==> src/rtl/cd_param_pkg.sv <==
// ---------------------------------------------------------------------------
// cd_param_pkg
// Shared definitions for the parametrised single-cycle datapath:
//   - ALU operation encodings
//   - instruction field bit positions
//   - width helper for the return-stack occupancy counter
// ---------------------------------------------------------------------------
package cd_param_pkg;

  // ALU operation encodings (op_alu)
  localparam logic [2:0] ALU_A    = 3'b000;
  localparam logic [2:0] ALU_NOTA = 3'b001;
  localparam logic [2:0] ALU_ADD  = 3'b010;
  localparam logic [2:0] ALU_SUB  = 3'b011;
  localparam logic [2:0] ALU_AND  = 3'b100;
  localparam logic [2:0] ALU_OR   = 3'b101;
  localparam logic [2:0] ALU_NEGA = 3'b110;
  localparam logic [2:0] ALU_NEGB = 3'b111;

  // Instruction field bit positions
  localparam int OPC_MSB = 15;
  localparam int OPC_LSB = 10;
  localparam int RA1_MSB = 11;
  localparam int RA1_LSB = 8;
  localparam int RA2_MSB = 7;
  localparam int RA2_LSB = 4;
  localparam int WA3_MSB = 3;
  localparam int WA3_LSB = 0;
  localparam int INM_MSB = 11;
  localparam int INM_LSB = 4;

  // Occupancy counter must represent 0..depth inclusive.
  function automatic int sp_width(input int depth);
    return $clog2(depth + 1);
  endfunction

endpackage

==> src/rtl/cd_param_pc_stack.sv <==
// ---------------------------------------------------------------------------
// pc_stack
// Return-address LIFO used for subroutine call/return.
//   clk       in   clock, rising edge
//   reset     in   asynchronous active-low reset (clears count and error flags)
//   push      in   push din (ignored when full -> err_over)
//   pop       in   pop top (ignored when empty -> err_under); wins over push
//   din       in   address to push
//   top       out  current top-of-stack entry
//   count     out  occupancy 0..STACK_DEPTH
//   full      out  count == STACK_DEPTH
//   empty     out  count == 0
//   err_over  out  sticky: push attempted while full
//   err_under out  sticky: pop attempted while empty
// Storage contents are not reset; only the occupancy is meaningful.
// ---------------------------------------------------------------------------
module pc_stack
  import cd_param_pkg::*;
#(
  parameter int PC_W        = 10,
  parameter int STACK_DEPTH = 4,
  localparam int SP_W       = sp_width(STACK_DEPTH),
  localparam int IDX_W      = $clog2(STACK_DEPTH)
) (
  input  logic            clk,
  input  logic            reset,
  input  logic            push,
  input  logic            pop,
  input  logic [PC_W-1:0] din,
  output logic [PC_W-1:0] top,
  output logic [SP_W-1:0] count,
  output logic            full,
  output logic            empty,
  output logic            err_over,
  output logic            err_under
);

  logic [PC_W-1:0]  mem_q [0:STACK_DEPTH-1];
  logic [SP_W-1:0]  count_q, count_d;
  logic             err_over_q, err_over_d;
  logic             err_under_q, err_under_d;
  logic             mem_we;
  logic [IDX_W-1:0] top_idx;
  logic [IDX_W-1:0] wr_idx;

  assign full  = (count_q == SP_W'(STACK_DEPTH));
  assign empty = (count_q == '0);

  // Top entry sits one below the occupancy count; when empty the value is
  // a don't-care that the caller never uses.
  assign top_idx = IDX_W'(count_q - SP_W'(1));
  assign wr_idx  = IDX_W'(count_q);
  assign top     = mem_q[top_idx];

  always_comb begin
    count_d     = count_q;
    err_over_d  = err_over_q;
    err_under_d = err_under_q;
    mem_we      = 1'b0;
    if (pop) begin
      if (!empty) count_d = count_q - SP_W'(1);
      else        err_under_d = 1'b1;
    end else if (push) begin
      if (!full) begin
        count_d = count_q + SP_W'(1);
        mem_we  = 1'b1;
      end else begin
        // Return address is dropped; the jump itself still happens upstream.
        err_over_d = 1'b1;
      end
    end
  end

  always_ff @(posedge clk or negedge reset) begin
    if (!reset) begin
      count_q     <= '0;
      err_over_q  <= 1'b0;
      err_under_q <= 1'b0;
    end else begin
      count_q     <= count_d;
      err_over_q  <= err_over_d;
      err_under_q <= err_under_d;
    end
  end

  always_ff @(posedge clk) begin
    if (mem_we) mem_q[wr_idx] <= din;
  end

  assign count     = count_q;
  assign err_over  = err_over_q;
  assign err_under = err_under_q;

endmodule

==> src/rtl/cd_param.sv <==
// ---------------------------------------------------------------------------
// cd_param
// Parametrised single-cycle datapath with a hardware return-address stack,
// registered zero/carry flags, a pipeline-hold enable and sticky stack
// error flags. Program memory is external: pc is driven out and instr comes
// back combinationally.
//   clk       in   clock, rising edge
//   reset     in   asynchronous active-low reset
//   en        in   1 = execute this cycle, 0 = hold all state
//   instr     in   instruction word at address pc
//   s_inc     in   1 = pc+1, 0 = jump to instr[PC_W-1:0]
//   s_inm     in   1 = write immediate instr[11:4], 0 = write ALU result
//   we3       in   register-file write enable
//   wez       in   z/c flag update enable
//   s_call    in   push pc+1 and jump to target
//   s_ret     in   pop return address into pc (wins over s_call)
//   op_alu    in   ALU operation
//   pc        out  current PC
//   opcode    out  instr[15:10]
//   z, c      out  registered zero / carry flags
//   sp        out  return-stack occupancy
//   err_over  out  sticky push-when-full
//   err_under out  sticky pop-when-empty
// ---------------------------------------------------------------------------
module cd_param
  import cd_param_pkg::*;
#(
  parameter int DATA_W      = 8,
  parameter int PC_W        = 10,
  parameter int STACK_DEPTH = 4,
  localparam int SP_W       = sp_width(STACK_DEPTH)
) (
  input  logic            clk,
  input  logic            reset,
  input  logic            en,
  input  logic [15:0]     instr,
  input  logic            s_inc,
  input  logic            s_inm,
  input  logic            we3,
  input  logic            wez,
  input  logic            s_call,
  input  logic            s_ret,
  input  logic [2:0]      op_alu,
  output logic [PC_W-1:0] pc,
  output logic [5:0]      opcode,
  output logic            z,
  output logic            c,
  output logic [SP_W-1:0] sp,
  output logic            err_over,
  output logic            err_under
);

  // ------------------------------------------------------------ fields
  logic [3:0]        wa3, ra2, ra1;
  logic [DATA_W-1:0] inm;
  logic [PC_W-1:0]   target;

  assign opcode = instr[OPC_MSB:OPC_LSB];
  assign wa3    = instr[WA3_MSB:WA3_LSB];
  assign ra2    = instr[RA2_MSB:RA2_LSB];
  assign ra1    = instr[RA1_MSB:RA1_LSB];
  assign inm    = DATA_W'(instr[INM_MSB:INM_LSB]);
  assign target = instr[PC_W-1:0];

  // ------------------------------------------------------------ register file
  logic [DATA_W-1:0] rf_q [0:15];
  logic [DATA_W-1:0] rd1, rd2, wd3;

  // r0 is hard-wired to zero on read; writes to it are dropped.
  assign rd1 = (ra1 == 4'd0) ? '0 : rf_q[ra1];
  assign rd2 = (ra2 == 4'd0) ? '0 : rf_q[ra2];

  always_ff @(posedge clk) begin
    if (en && we3 && (wa3 != 4'd0)) rf_q[wa3] <= wd3;
  end

  // ------------------------------------------------------------ ALU
  logic [DATA_W:0]   add_w, sub_w;
  logic [DATA_W-1:0] alu_res;
  logic              alu_cy;

  // Subtraction is formed as A + ~B + 1 so its carry-out is the
  // "no borrow" indication (set when A >= B).
  assign add_w = {1'b0, rd1} + {1'b0, rd2};
  assign sub_w = {1'b0, rd1} + {1'b0, ~rd2} + {{DATA_W{1'b0}}, 1'b1};

  always_comb begin
    alu_res = rd1;
    alu_cy  = 1'b0;
    case (op_alu)
      ALU_A:    alu_res = rd1;
      ALU_NOTA: alu_res = ~rd1;
      ALU_ADD:  {alu_cy, alu_res} = add_w;
      ALU_SUB:  {alu_cy, alu_res} = sub_w;
      ALU_AND:  alu_res = rd1 & rd2;
      ALU_OR:   alu_res = rd1 | rd2;
      ALU_NEGA: alu_res = '0 - rd1;
      ALU_NEGB: alu_res = '0 - rd2;
      default:  alu_res = rd1;
    endcase
  end

  assign wd3 = s_inm ? inm : alu_res;

  // ------------------------------------------------------------ flags
  logic z_q, z_d, c_q, c_d;

  always_comb begin
    z_d = z_q;
    c_d = c_q;
    if (en && wez) begin
      z_d = (alu_res == '0);
      c_d = alu_cy;
    end
  end

  // ------------------------------------------------------------ return stack
  logic [PC_W-1:0] pc_q, pc_d, pc_plus1, stk_top;
  logic            stk_push, stk_pop, stk_full, stk_empty;
  logic [SP_W-1:0] stk_count;

  // Natural PC_W-bit wrap gives (2^PC_W-1) -> 0 for both pc+1 and the
  // pushed return address.
  assign pc_plus1 = pc_q + PC_W'(1);

  // s_ret dominates s_call, so a simultaneous request only pops.
  assign stk_pop  = en & s_ret;
  assign stk_push = en & s_call & ~s_ret;

  pc_stack #(
    .PC_W       (PC_W),
    .STACK_DEPTH(STACK_DEPTH)
  ) u_stack (
    .clk      (clk),
    .reset    (reset),
    .push     (stk_push),
    .pop      (stk_pop),
    .din      (pc_plus1),
    .top      (stk_top),
    .count    (stk_count),
    .full     (stk_full),
    .empty    (stk_empty),
    .err_over (err_over),
    .err_under(err_under)
  );

  // ------------------------------------------------------------ next PC
  always_comb begin
    pc_d = pc_q;
    if (en) begin
      if (s_ret)       pc_d = stk_empty ? pc_plus1 : stk_top;
      else if (s_call) pc_d = target;   // jump even when the push overflows
      else if (s_inc)  pc_d = pc_plus1;
      else             pc_d = target;
    end
  end

  always_ff @(posedge clk or negedge reset) begin
    if (!reset) begin
      pc_q <= '0;
      z_q  <= 1'b0;
      c_q  <= 1'b0;
    end else begin
      pc_q <= pc_d;
      z_q  <= z_d;
      c_q  <= c_d;
    end
  end

  // stk_full is exposed for completeness of the stack interface; the
  // overflow decision itself lives inside pc_stack.
  logic unused_full;
  assign unused_full = stk_full;

  assign pc = pc_q;
  assign z  = z_q;
  assign c  = c_q;
  assign sp = stk_count;

endmodule
==> config.mk <==
export PLATFORM = sky130hd
export DESIGN_NAME = cd_param
export DESIGN_NICKNAME = d
export VERILOG_FILES = /design/src/rtl/cd_param_pkg.sv /design/src/rtl/cd_param_pc_stack.sv /design/src/rtl/cd_param.sv
export SDC_FILE = /design/constraint.sdc
export NUM_CORES = 1
export LEC_CHECK = 0
export CAP_MARGIN = 20
export CORE_MARGIN = 2
export CORE_UTILIZATION = 40
export CTS_BUF_LIST = sky130_fd_sc_hd__clkbuf_4
export DETAILED_ROUTE_END_ITERATION = 8
export DONT_BUFFER_PORTS = 1
export REMOVE_ABC_BUFFERS = 1
export SETUP_SLACK_MARGIN = 0.2
export SLEW_MARGIN = 20
export SYNTH_ARGS = -nofsm -noshare
export SYNTH_HDL_FRONTEND = slang
export SYNTH_SLANG_ARGS = --single-unit
==> constraint.sdc <==
create_clock -name clk -period 5.2 [get_ports clk]
set_input_delay 1.04 -clock clk [delete_from_list [all_inputs] [get_ports clk]]
set_output_delay 1.04 -clock clk [all_outputs]
set_load 0.1 [all_outputs]
==> flow_summary.yaml <==
critical_path:
  r2r-start: "rf_q[10][0]"
  end_kind: "flip-flop"
  worstPathRequired_ns: 5.51
  critPathLaunch: "instr[9]"
  cp-start-kind: "input port"
  arrival_ns: 4.82
  path_class: "in -> reg"
  cp_max_fo: 37
drt:
  dr.pass1.iters: 5
  ant_nets: 0
  drtIter0Drc: 719
  drc: 0
  drt_wl_total_um: 25200
  post_drt_wl_per_cell_um: 22.7
  vias_per_cell: 5.85
  num_vias: 6504
cts:
  ctsHoldBuffers: 0
  cts_max_path_buffers: 2
  cts_sinks: 178
  cts_root_buffer: "clkbuf_4"
  path_clk_slew_ns: 0.18
  htree_num_levels: 4
  clk_latency_ns: 0.60
  cts_tree: "yes"
  cts_resized: 0
  post_cts_buffers: 0
  numCtsBuffers: 17
hold_path:
  hp-class: "in -> async"
job:
  max_cap_violations: 0
finish:
  final_common_cell: "edfxtp_1"
  n_fill_cell: 2323
  seq_area_um2: 5260
  final_cell_mix: "161 x edfxtp_1, 54 x mux4_2, 52 x mux2i_1"
  instances_no_fill: 1111
  final_util: 0.434
  synthToLayoutAreaGrowth_pct: 6.59
  layout.nets: 828
  drive_gt1_frac: 0.197
  multiInputGateArea_um2: 4580
pwr:
  p_comb_frac: 0.267
  p_switching_mw: 1.52
  vdd_drop_max_mv: 0.376
  clockPowerShare: 0.198
  total_power_mw: 3.91
  cellPowerDensity_nw_per_um2: 359
  p_leak_nw: 3.82
  power.share.sequential: 0.535
  p_int_mw: 2.39
  switching_share: 0.389
sta:
  setup_viol: 0
  fin_setup_tns_ns: 0
  timing.final.crit_share: 0.868
  fmax_mhz: 222
  finalHoldViolCount: 0
  fin_skew_ns: 0.0295
  rsz0062_at_grt: "false"
  drv_slew: 0
  relSlewSlack: 0.288
  worst_pin_slew_ns: 1.07
  fin_crit_ns: 4.51
global_routing:
  grt.busiest_layer: "met2"
  met2_usage: 0.322
  grt_use_met3: 0.0343
  grt_pass1_wl_um: 38200
  grt_max_degree: 45
  antenna_found_initial: 1
  grt_pass1_vias: 6277
  met1_usage: 0.257
  grt_overflow: 0
  globalRouteTotalUtil: 0.194
placed_design:
  portBuffers: 0
  routabilityCongestion: 0.814
  hpwl_um: 17500
  dp_cells: 1078
yosys:
  ys.flop_type: "edfxtp_1"
  ys_warn_count: 0
  avgSynthCellArea_um2: 13.1
  synth_edf_count: 161
  synth_cell_type_count: 70
  syn_area_um2: 10200
  synth-seq-cells: 178
  async_reset_ff_frac: 0.0955
  synth_seq_area_share: 0.515
  netlist_instances: 777
die:
  die_w_um: 164
  io_pins: 51
  die_h_um: 164
  dieArea_um2: 26800
  initial_core_util: 0.407
  rows: 58
  core-area_um2: 25100
status:
  outcome: "completed"
-- critical path: stages --
cell and delay (ns):
mux4_1 0.52, mux2_2 0.27, a211o_1 0.37, inv_1 0.11
ha_1 0.17, inv_1 0.05, fa_1 0.41, nor2b_1 0.15
o21ai_0 0.19, nand2b_1 0.13, a31oi_1 0.29, o21a_1 0.15
mux2i_1 0.06, a211o_1 0.30, a22o_1 0.21, mux2_2 0.39
-- per-stage QoR --
step | instance area (um^2) | hold WS (ns) | worst slack [ns]
final | 10900 | 0.0830 | 0.689
after global routing | 10900 | 0.0335 | 0.400
after CTS | 10900 | 0.0378 | 0.751
after detailed placement | 10600 | 0.584 | 0.113
after global placement | 10600 | 0.584 | 0.150
after floorplan | 9980 | 0.712 | 0.520
-- cells in the mapped netlist, types with 6 or more instances --
cell | instances | area, um^2
and2_1 | 7 | 43.8
inv_1 | 41 | 154
nand4_1 | 6 | 37.5
nor2b_1 | 12 | 75.1
buf_2 | 10 | 50.1
nand2b_1 | 13 | 81.3
ha_1 | 31 | 388
dfrtp_1 | 17 | 425
a21oi_1 | 42 | 210
o22ai_1 | 7 | 43.8
a221oi_1 | 7 | 61.3
nor3_1 | 10 | 50.1
edfxtp_1 | 161 | 4830
nand3_1 | 11 | 55.1
mux4_2 | 54 | 1220
mux2i_1 | 53 | 531
nand2_1 | 43 | 161
o31ai_1 | 6 | 45.0
xnor2_1 | 16 | 140
buf_1 | 10 | 37.5
xor2_1 | 7 | 61.3
mux2_2 | 25 | 282
o21ai_0 | 19 | 95.1
nor2_1 | 51 | 191
buf_4 | 6 | 45.0
clkbuf_1 | 25 | 93.8
a211oi_1 | 6 | 45.0
-- power by group through the flow --
stage	clock network, mW	logic [mW]	registers [mW]
5_1_grt	0.848	1.14	2.11
3_5_place_dp	0	1.04	2.13
4_1_cts	0.792	1.05	2.10
6_report	0.775	1.04	2.10
2_1_floorplan	0	0.721	2.19
3_3_place_gp	0	1.03	2.13
-- per-layer routing --
| metal | vias up | wire, um | part of all wire |
|---|---|---|---|
| li1 | 2974 | - | - |
| met1 | 3287 | 10600 | 0.42 |
| met2 | 203 | 12300 | 0.49 |
| met3 | 40 | 1700 | 0.067 |
| met4 | 0 | 628 | 0.025 |
| met5 | - | 0 | 0 |
-- kinds of logic after synthesis --
logic type,count (synthesis),synth area share
AO/OA/AOI/OAI,135,0.0889
multiplexers,136,0.209
buffers and inverters,95,0.0391
other,1,0.000367
XOR/XNOR,23,0.0197
flip-flops,178,0.515
AND/OR/NAND/NOR,176,0.0863
adder cells (fa/ha/maj),33,0.0419
-- registers in the layout, indices dropped and copies added, names as in the netlist --
register	cells
c	1
pc	10
rf_q	121
u_stack.count	3
u_stack.err_over	1
u_stack.err_under	1
u_stack.mem_q	40
z	1
-- layout make-up --
cell class / instances / share of cell area
tap: 330 / 0.0379
inverter: 43 / 0.0148
clock buffer: 17 / 0.0117
multi-input combinational: 504 / 0.421
timing repair buffer: 23 / 0.0162
antenna: 1 / 0.000230
sequential: 178 / 0.483
clock inverter: 15 / 0.0152
-- final timing paths --
kind                                          to  slack [ns]  cells past startpoint
worst max register to register        rf_q[5][6]        0.75                     16
worst max-delay path                  rf_q[5][6]        0.69                     16
worst min-delay path            u_stack.count[0]        0.08                      0
min in group clk                           pc[5]        0.50                      1
worst min register to register  u_stack.count[0]        0.61                      2
max in group asynchronous                  pc[0]        5.02                      0
(Power assumes the default switching activity.)
